==> config.mk <==
export PLATFORM = sky130hd
export DESIGN_NAME = cdb_arbiter
export DESIGN_NICKNAME = d
export VERILOG_FILES = /design/src/rtl/cdb_arbiter.sv
export SDC_FILE = /design/constraint.sdc
export NUM_CORES = 1
export LEC_CHECK = 0
export CAP_MARGIN = 5
export CORE_AREA = 2 2 142 144
export CTS_BUF_LIST = sky130_fd_sc_hd__clkbuf_4 sky130_fd_sc_hd__clkbuf_8 sky130_fd_sc_hd__clkbuf_16
export DETAILED_ROUTE_END_ITERATION = 8
export DIE_AREA = 0 0 144 146
export DONT_BUFFER_PORTS = 1
export GPL_TIMING_DRIVEN = 0
export PLACE_DENSITY = 0.7
export SYNTH_ARGS = -nofsm -noshare
export SYNTH_HDL_FRONTEND = slang
export SYNTH_SLANG_ARGS = --single-unit
==> constraint.sdc <==
create_clock -name clk -period 17.2 [get_ports clk]
set_input_delay 1.72 -clock clk [delete_from_list [all_inputs] [get_ports clk]]
set_output_delay 1.72 -clock clk [all_outputs]
set_load 0.1 [all_outputs]
==> src/rtl/cdb_arbiter.sv <==
`default_nettype none
// ============================================================================
// cdb_arbiter : round-robin arbiter of NUM_REQ producers onto the 4-lane CDB
// Rev 1.0
// ============================================================================
module cdb_arbiter #(
   parameter int NUM_REQ    = 6,
   parameter int STARVE_MAX = 15
) (
   input  logic                  clk,
   input  logic                  rst,
   input  logic                  flush_i,
   input  logic [NUM_REQ-1:0]    req_valid_i,
   input  logic [4*NUM_REQ-1:0]  req_rob_index_i,
   input  logic [16*NUM_REQ-1:0] req_result_i,
   output logic [NUM_REQ-1:0]    req_ready_o,
   output logic                  cdb_valid_o     [0:3],
   output logic [3:0]            cdb_rob_index_o [0:3],
   output logic [15:0]           cdb_result_o    [0:3],
   output logic                  starve_flag_o,
   output logic [2:0]            grant_count_o
);
   localparam int C_LANES = 4;
   localparam int C_PTR_W = $clog2(NUM_REQ);

   logic [C_PTR_W-1:0] rr_ptr_q, rr_ptr_d;
   logic [3:0]         wait_cnt_q [NUM_REQ];
   logic [3:0]         wait_cnt_d [NUM_REQ];
   logic               cdb_valid_q [C_LANES];
   logic [3:0]         cdb_idx_q   [C_LANES];
   logic [15:0]        cdb_res_q   [C_LANES];
   logic               starve_q, starve_d;
   logic [2:0]         gcnt_q, n_grant;
   logic [C_PTR_W-1:0] lane_src [C_LANES];
   logic [C_PTR_W-1:0] sel;

   function automatic logic [C_PTR_W-1:0] wrap_add(input logic [C_PTR_W-1:0] base, input int off);
      int sum;
      sum = int'(base) + off;
      if (sum >= NUM_REQ) sum = sum - NUM_REQ;
      return C_PTR_W'(sum);
   endfunction

   always_comb begin
      req_ready_o = '0;
      n_grant     = '0;
      rr_ptr_d    = rr_ptr_q;
      sel         = '0;
      starve_d    = 1'b0;
      for (int l = 0; l < C_LANES; l++) lane_src[l] = '0;
      // Scan from the pointer; the k-th grant in scan order owns lane k.
      if (!rst && !flush_i) begin
         for (int k = 0; k < NUM_REQ; k++) begin
            sel = wrap_add(rr_ptr_q, k);
            if (req_valid_i[sel] && (n_grant < 3'(C_LANES))) begin
               req_ready_o[sel]        = 1'b1;
               lane_src[n_grant[1:0]]  = sel;
               n_grant                 = n_grant + 3'd1;
               rr_ptr_d                = wrap_add(sel, 1);
            end
         end
      end
      for (int i = 0; i < NUM_REQ; i++) begin
         if (flush_i)
            wait_cnt_d[i] = '0;
         else if (req_valid_i[i] && !req_ready_o[i])
            wait_cnt_d[i] = (wait_cnt_q[i] == 4'hF) ? 4'hF : wait_cnt_q[i] + 4'd1;
         else
            wait_cnt_d[i] = '0;
         if (int'(wait_cnt_d[i]) >= STARVE_MAX) starve_d = 1'b1;
      end
   end

   always_ff @(posedge clk) begin
      if (rst) begin
         rr_ptr_q <= '0;
         starve_q <= 1'b0;
         gcnt_q   <= '0;
         for (int l = 0; l < C_LANES; l++) begin
            cdb_valid_q[l] <= 1'b0;
            cdb_idx_q[l]   <= '0;
            cdb_res_q[l]   <= '0;
         end
         for (int i = 0; i < NUM_REQ; i++) wait_cnt_q[i] <= '0;
      end else begin
         rr_ptr_q <= rr_ptr_d;
         starve_q <= starve_d;
         gcnt_q   <= n_grant;
         // Unused lanes drop valid but keep their last payload.
         for (int l = 0; l < C_LANES; l++) begin
            cdb_valid_q[l] <= (3'(l) < n_grant);
            if (3'(l) < n_grant) begin
               cdb_idx_q[l] <= req_rob_index_i[4*lane_src[l] +: 4];
               cdb_res_q[l] <= req_result_i[16*lane_src[l] +: 16];
            end
         end
         for (int i = 0; i < NUM_REQ; i++) wait_cnt_q[i] <= wait_cnt_d[i];
      end
   end

   assign cdb_valid_o     = cdb_valid_q;
   assign cdb_rob_index_o = cdb_idx_q;
   assign cdb_result_o    = cdb_res_q;
   assign starve_flag_o   = starve_q;
   assign grant_count_o   = gcnt_q;

endmodule
`default_nettype wire

# After elaboration in Yosys (flattened, before gate mapping)
# Memory sizes are Yosys's and may differ from the RTL's.
# Cells that the tools add are included.
[totals]
latch_bits = 0
inputBits = 129
out_inout_bits = 94
word_cells = 294
mem_count = 1
regBits = 91
mem_bits_rw = 24
rom_bits = 0
[classes]
n_mul = 0
n_shift = 8
reduce_logical = 33
addsub = 34
n_mux = 132
n_div = 0
eq_ne = 6
magnitude_cmp = 49
bitwise_logic = 16
[mem_list]
columns = ["memory", "words", "word_bits", "read_ports", "rd_ports_with_merged_regs", "wr", "line_no", "source"]
rows = [
  ["wait_cnt_q", 6, 4, 6, 0, 6, "27", "logic [3:0] wait_cnt_q [NUM_REQ];"],
]
[ops]
columns = ["cell", "count"]
rows = [
  ["96-bit by 8-bit indexed part select with 16-bit output", 4],
  ["3-bit 2-to-1 mux", 42],
  ["12-bit 2-to-1 mux", 10],
  ["4-bit 2-to-1 mux", 24],
  ["24-bit by 6-bit indexed part select with 4-bit output", 4],
  ["6-bit 2-to-1 mux", 12],
  ["12-bit bitwise mux", 5],
  ["4-bit by 3-bit greater-or-equal comparator with 1-bit output (second input constant)", 11],
  ["3-bit subtractor (second input constant)", 12],
  ["3-bit demux with 2-bit select", 5],
  ["6-bit bitwise OR", 5],
  ["3-bit by 1-bit adder with 4-bit output (second input constant)", 7],
  ["4-bit by 1-bit adder with 4-bit output (second input constant)", 6],
  ["4-bit == test (second input constant)", 6],
  ["4-bit greater-or-equal comparator (second input constant)", 6],
  ["3-bit by 4-bit less-than comparator with 1-bit output (second input constant)", 6],
  ["1-bit logical AND", 23],
  ["1-bit 2-to-1 mux", 22],
  ["1-bit binary-select mux with 3-bit select", 6],
  ["1-bit demux with 3-bit select", 6],
  ["3-bit by 1-bit greater-or-equal comparator with 1-bit output (second input constant)", 6],
  ["3-bit greater-or-equal comparator (second input constant)", 6],
  ["3-bit by 1-bit adder with 3-bit output (second input constant)", 5],
  ["3-bit by 1-bit less-than comparator with 1-bit output (second input constant)", 5],
  ["10 further kinds", 34],
]

# Depth between registers and ports, before layout
[depth]
depth_word = 38
depth_mapped = 29
depth_no_buf = 23

# Least setup slack after synthesis
# Ideal clock, no wire load.
[synth_timing]
kind = "reg2out"
startpoint = "register rr_ptr_q[0]"
endpoint = "output port req_ready_o[0]"
arrival_ns = 6.600
required_time_ns = 15.480
path_slack_ns = 8.880
path_stages_with_launch = 27
n_path_buf = 6
cell_sequence = "dfxtp_1 buf_2 buf_2 inv_2 ha_1 buf_2 buf_2 mux2_2 mux2_2 o21ai_1 ha_1 inv_1 o21ai_0 nor3_1 a221oi_1 nand2_1 inv_1 ha_1 nand2_1 and3_1 buf_2 a21boi_4 buf_2 nand3_1 o21ai_0 a221oi_1 nor2_1"
[synth_via]
elab_chain_cells = 27
word_cells_on_any_way = 112
classes_between = "add/sub: 15; order compare: 23; mux: 58; bitwise: 5; reduce/logical: 11"
[synth_lines]
columns = ["item", "line_no", "source"]
rows = [
  ["from (decl)", "26", "logic [C_PTR_W-1:0] rr_ptr_q, rr_ptr_d;"],
  ["from (signal assigned)", "86", "rr_ptr_q <= rr_ptr_d;"],
  ["3-bit subtractor or 3-bit greater-or-equal comparator (tied branches)", "40", "if (sum >= NUM_REQ) sum = sum - NUM_REQ;"],
  ["3-bit 2-to-1 mux", "40", ""],
  ["3-bit 2-to-1 mux", "52", "if (!rst && !flush_i) begin"],
  ["1-bit binary-select mux with 3-bit select", "55", "if (req_valid_i[sel] && (n_grant < 3'(C_LANES))) begin"],
  ["1-bit 2-to-1 mux (not written as such)", "55", ""],
  ["1-bit 2-to-1 mux", "55", ""],
  ["3-bit 2-to-1 mux", "52", ""],
  ["3-bit less-than comparator", "55", ""],
  ["(+11 left out)", "--", ""],
  ["3-bit less-than comparator", "55", ""],
  ["1-bit logical AND", "55", ""],
  ["3-bit 2-to-1 mux", "55", ""],
  ["3-bit 2-to-1 mux", "52", ""],
  ["3-bit less-than comparator", "55", ""],
  ["1-bit logical AND", "55", ""],
  ["6-bit 2-to-1 mux *", "55", ""],
  ["6-bit 2-to-1 mux *", "52", ""],
  ["to (decl)", "16", "output logic [NUM_REQ-1:0] req_ready_o,"],
]
# Every way passes the cells marked *; elsewhere a longest branch is shown, timed or not. The select of a mux whose other input is x is not followed.

# Worst setup path after layout
# Same ends and word-level chain as after synthesis.

==> reports/qor.yml <==
synthArstFlopShare_pct: 0
yosysTopAreaCell: "dfxtp_1"
cp_max_fo: 18
synth.avg_cell_area_um2: 8.501
ctsRootBufferMaster: "clkbuf_16"
drv_cap: 0
gp_congestion: 0.9642
ys_dominant_reg_cell: "dfxtp_1"
hold_path.class: "reg -> reg"
core_area_mm2: 0.01933
grt_use_total_pct: 37.62
tightest_slew_ns: 1.268
ctsHoldBuffers: 0
layout-drive-gt1-share_pct: 12.93
setup-tns-final_ns: 0
finalCriticalPeriod_ns: 9.912
drtIter0Drc: 1302
ant_nets: 0
antenna_found_initial: 0
fin_nets: 1436
fp.dieH_um: 146
rows: 51
hold_violations: 0
yosys.area_share.simple_pct: 12.71
ios: 223
seq_area_frac_synth_pct: 21.51
synth_top_family_by_area: "compound AO/OA/AOI/OAI gates"
clkTransAtPathRegs_ns: 0.06
grt_pass1_wl_mm: 61.13
diodes: 0
cp.arrival_ns: 8.19
grt_use_met1_pct: 48.83
drv_slew: 0
numCtsBuffers: 17
setup_slack_ns: 7.288
synth-compound-area-share_pct: 28.74
vias_per_cell: 7.115
synth_warnings: 0
io_buffers: 0
critPathCaptureType: "primary output"
slew_headroom_pct: 15.49
critPathKind: "reg -> out"
grt_max_degree: 19
syn_area_mm2: 0.01061
drc: 0
muxShareOfSynthArea_pct: 24.13
drtPass1Iterations: 6
final_area_mm2: 0.01161
htreeDepth: 4
ys_ff_latch: 114
num_vias: 11020
synth_adder_area_share_pct: 4.317
pre_cts_slack_ns: 7.884
grt_overflow: 0
place_area_mm2: 0.01099
cts.sinks: 114
grt.met2_usage_pct: 56.31
worst_setup_path_start_kind: "flop"
dpl.hpwl_mm: 28.70
rsz0062_at_grt: "false"
status: "complete, no violations"
crit_path_start: "rr_ptr_q[0]$_SDFFE_PP0P_"
busiest_layer: "met2"
worst_ep_required_time_ns: 15.48
synth_cells: 1248
use_met3_pct: 12.01
clock_skew_ns: 0.01241
synth_area_leaders: "dfxtp_1 22%, mux2i_1 16%, mux4_2 4.5%"
synth_top_area_share_pct: 21.51
area_growth_pct: 9.412
synth_edf_count: 0
fillers: 1766
cts_tree: "done"
ys_types: 88
period_share_pct: 57.63
worstHoldStart: "wait_cnt_q[2][0]$_SDFF_PP0_"
max_freq_ghz: 0.1009
synth-xor-area-share_pct: 1.557
cts_setup_buffers: 0
first_global_vias: 10650
drt-total-wl_mm: 40.37
r2r_start: "rr_ptr_q[0]$_SDFFE_PP0P_"
setup_violations: 0
start_util_pct: 54.87
ctsResizeCount: 0
cts_buffer_depth: 2
wl_per_cell_um: 26.06
die_area_mm2: 0.02102
clk_latency_ns: 0.43
die_x_um: 144
synth_fp_nets: 1413
## registers in the layout (all words and copies together), names as in the netlist
signal	flops
cdb_result_o	64
wait_cnt_q	24
cdb_rob_index_o	16
cdb_valid_o	4
rr_ptr_q	3
grant_count_o	2
starve_flag_o	1
## area by class of cell
type	instances	area, um^2	share of cell area [%]
Clock inverter	14	177.7	1.531
Tap cell	265	331.6	2.857
Inverter	67	251.5	2.167
Multi-Input combinational cell	972	7592	65.41
Buffer	95	494.2	4.258
Clock buffer	18	439.2	3.784
Sequential cell	114	2282	19.66
Timing Repair Buffer	4	38.79	0.3342
## per-layer routing
layer  share of wire (%)  routed length [um]
met2                  44               17630
met3                  14                5579
met4                 4.2                1689
met1                  38               15470
met5                   0                   0
## cells in the mapped netlist, drive strengths merged, types with 7 or more instances
cell type,instances
mux2i,174
dfxtp,114
o21ai,95
nor2,88
nand2,68
inv,67
a21oi,54
clkbuf,50
buf,45
o211ai,37
ha,35
nand3,35
mux2,30
o22ai,27
a21o,25
a211o,23
a2bb2oi,23
nor3,22
o32ai,22
mux4,21
o32a,20
xnor2,14
a211oi,13
a31oi,10
or3,9
a22oi,8
and3,8
nand2b,7
## stage by stage
stage	std cells	util, %	hold WS (ns)
2_1_floorplan	1248	-	0.4471
3_3_place_gp	1513	56.58	0.4684
3_5_place_dp	1517	56.84	0.4778
4_1_cts	1549	60.03	0.4906
5_1_grt	1549	60.03	0.5081
6_report	1549	60.03	0.4813
## cell usage in the layout (no fill, tap or decap), types with 7 or more instances in the layout
master and count:
o21ai_0 68, clkbuf_16 17, buf_1 7, nand3_1 35
mux2i_1 174, a31oi_1 9, buf_4 8, clkbuf_1 47
a21o_1 25, xnor2_1 13, a211oi_1 12, a21oi_1 50
o32a_1 20, o21ai_1 26, inv_1 64, buf_6 10
a211o_1 23, o22ai_1 23, ha_1 35, nand2b_1 7
mux2_2 28, dfxtp_1 114, nor2_1 83, nand2_1 66
mux4_2 21, buf_2 23, nor3_1 22, a22oi_1 8
a2bb2oi_1 22, and3_1 8, o211ai_1 36, or3_1 9
o32ai_1 22
## worst paths after layout
check                                  end  slack, ns  cells after the start
max reg2reg  cdb_result_o[41]$_SDFFE_PP0N_       8.75                     25
min            wait_cnt_q[2][0]$_SDFF_PP0_       0.48                      1
min reg2reg    wait_cnt_q[2][0]$_SDFF_PP0_       0.48                      1
max                         req_ready_o[0]       7.29                     26
## kinds of logic after synthesis
group           after synthesis
xor+xnor                     18
compound gates              415
simple gates                278
fa+ha+maj                    36
flops                       114
buf+inv                     162
mux                         225
## worst max-delay path: stages (launching register included)
cell      delay (ns)
dfxtp_1         0.63
buf_2           0.35
buf_2           0.32
inv_2           0.25
ha_1            0.35
buf_2           0.19
buf_2           0.25
mux2_2          0.23
mux2_2          0.39
o21ai_1         0.60
ha_1            0.45
inv_1           0.20
o21ai_0         0.19
nor3_1          0.18
a221oi_1        0.09
nand2_1         0.14
inv_1           0.07
ha_1            0.25
nand2_1         0.26
and3_1          0.20
buf_2           0.24
a21boi_4        0.41
buf_2           0.30
nand3_1         0.09
o21ai_0         0.10
a221oi_1        0.14
nor2_2          0.88
Power is left out: the tool's default activity adds up to more than one toggle a clock period on the data nets, which glitch-free logic cannot reach.
==> patch: new RTL, config.mk and constraints unchanged <==
`NUM_REQ`: 6 -> 3.
--- a/src/rtl/cdb_arbiter.sv
+++ b/src/rtl/cdb_arbiter.sv
@@ -4,7 +4,7 @@
 // Rev 1.0
 // ============================================================================
 module cdb_arbiter #(
-   parameter int NUM_REQ    = 6,
+   parameter int NUM_REQ    = 3,
    parameter int STARVE_MAX = 15
 ) (
    input  logic                  clk,
Interface: changed (resized req_ready_o, req_result_i, req_rob_index_i and req_valid_i); port bits go from 223 to 157. No check against the original RTL was run, so the function may have changed too.
==> patch against the unedited design <==
Sequential cell count decreased by 13; critical endpoint is now req_ready_o[1]; routed wire length is 36% lower; synthesized cell count shrank 41%; final area decreased by 43%; area after synthesis fell by 44%; die area did not move; worst setup slack better by 4.4 ns; maximum frequency up 80%.
==> patch: results (changes against the unedited design) <==
| Metric | Value |
|---|---|
| Status | finished, final reports clean |
| Worst setup path endpoint | req_ready_o[1] |
| Layout Skew | 0.00924 ns (-0.00317 ns) |
| GRT met1 Usage | 30.6% (-18 points) |
| Count of nets after finishing | 819 (-43%) |
| Placed cell areas | 6330 sq um (-42%) |
| Number of CTS-inserted buffers | 9 (-8) |
| Level count of the clock H-tree | 3 (-1) |
| Number of unique standard cell types used by synthesis | 62 (-30%) |
| Setup slack at placement | 11.71 ns (+3.82 ns) |
| First-pass iteration count of the detailed router | 7 (+1) |
| Detail Placement HPWL | 18,400 um (-36%) |
| Master of the slowest instance on the critical path | sky130_fd_sc_hd__a21oi_2 |
| CP max FO | 10 (-8) |
| Synthesized-area fraction occupied by ao, oa, aoi and oai cells | 28.7% (-0.029 points) |
| Mux contribution to synthesized area | 3.30% (-21 points) |
| Dominant cells by area after synthesis | sky130_fd_sc_hd__dfxtp_1 34%, sky130_fd_sc_hd__o2bb2ai_1 5.9%, sky130_fd_sc_hd__nand4_1 5.4% |
| FF-to-FF setup slack | 12.94 ns (+4.19 ns) |
| Post-detailed-route wirelength per cell | 25.3 um (-3.1%) |
| Violation count after the first detailed-route iteration | 835 (-36%) |
| Timing startpoint of the critical path | rst |
| Leading post-synthesis cells by instance count | 101 x sky130_fd_sc_hd__dfxtp_1, 51 x sky130_fd_sc_hd__nand4_1, 50 x sky130_fd_sc_hd__nand3_1 |
| Adder-cell share of the synthesized area | 1.85% (-2.5 points) |
| Via count of the first global-routing pass | 6,002 (-44%) |
| Latest clock arrival within the worst-skew pair | 0.37 ns (-0.06 ns) |
| Hold slack final | 0.503 ns (+0.0221 ns) |
| Met1 wire length | 9690 um (-37%) |
| Total of fill cells in the finished design | 2,041 (+16%) |
| Arr. time, crit path | 3.77 ns (-4.42 ns) |
| GR met2 Demand/Resource | 34.7% (-22 points) |
| Synth Net Count | 806 (-43%) |
| Worst hold path startpoint | wait_cnt_q[0][0]$_SDFF_PP0_ |
| Highest cell delay on the worst timing path | 0.95 ns (+0.07 ns) |
| Register-to-Register Path Depth | 14 (-44%) |
| Highest routed layer | met5 |
| Largest delay contributor family on the critical path | compound AO/OA/AOI/OAI gates |
| Gr usage total | 23.8% (-14 points) |
==> patch: area by class of cell <==
cell class                 count  area [sq um]  share of cell area, %
timing repair buffer           2          31.3                  0.473
clock inverter                 7          56.3                  0.852
inverter                      25          93.8                   1.42
multi-input combinational    529          3510                   53.1
clock buffer                   9           225                   3.41
tap                          265           332                   5.02
sequential                   101          2020                   30.6
buffer                        77           338                   5.11
==> patch: power groups by stage <==
| stage | Sequential, W | Combinational, W | Clock (W) |
|---|---|---|---|
| floorplan | 0.000748 | 0.000304 | 0 |
| global placement | 0.000771 | 0.000435 | 0 |
| detailed placement | 0.000771 | 0.000440 | 0 |
| CTS | 0.000768 | 0.000443 | 0.000201 |
| global route | 0.000775 | 0.000481 | 0.000212 |
| finish | 0.000767 | 0.000458 | 0.000199 |
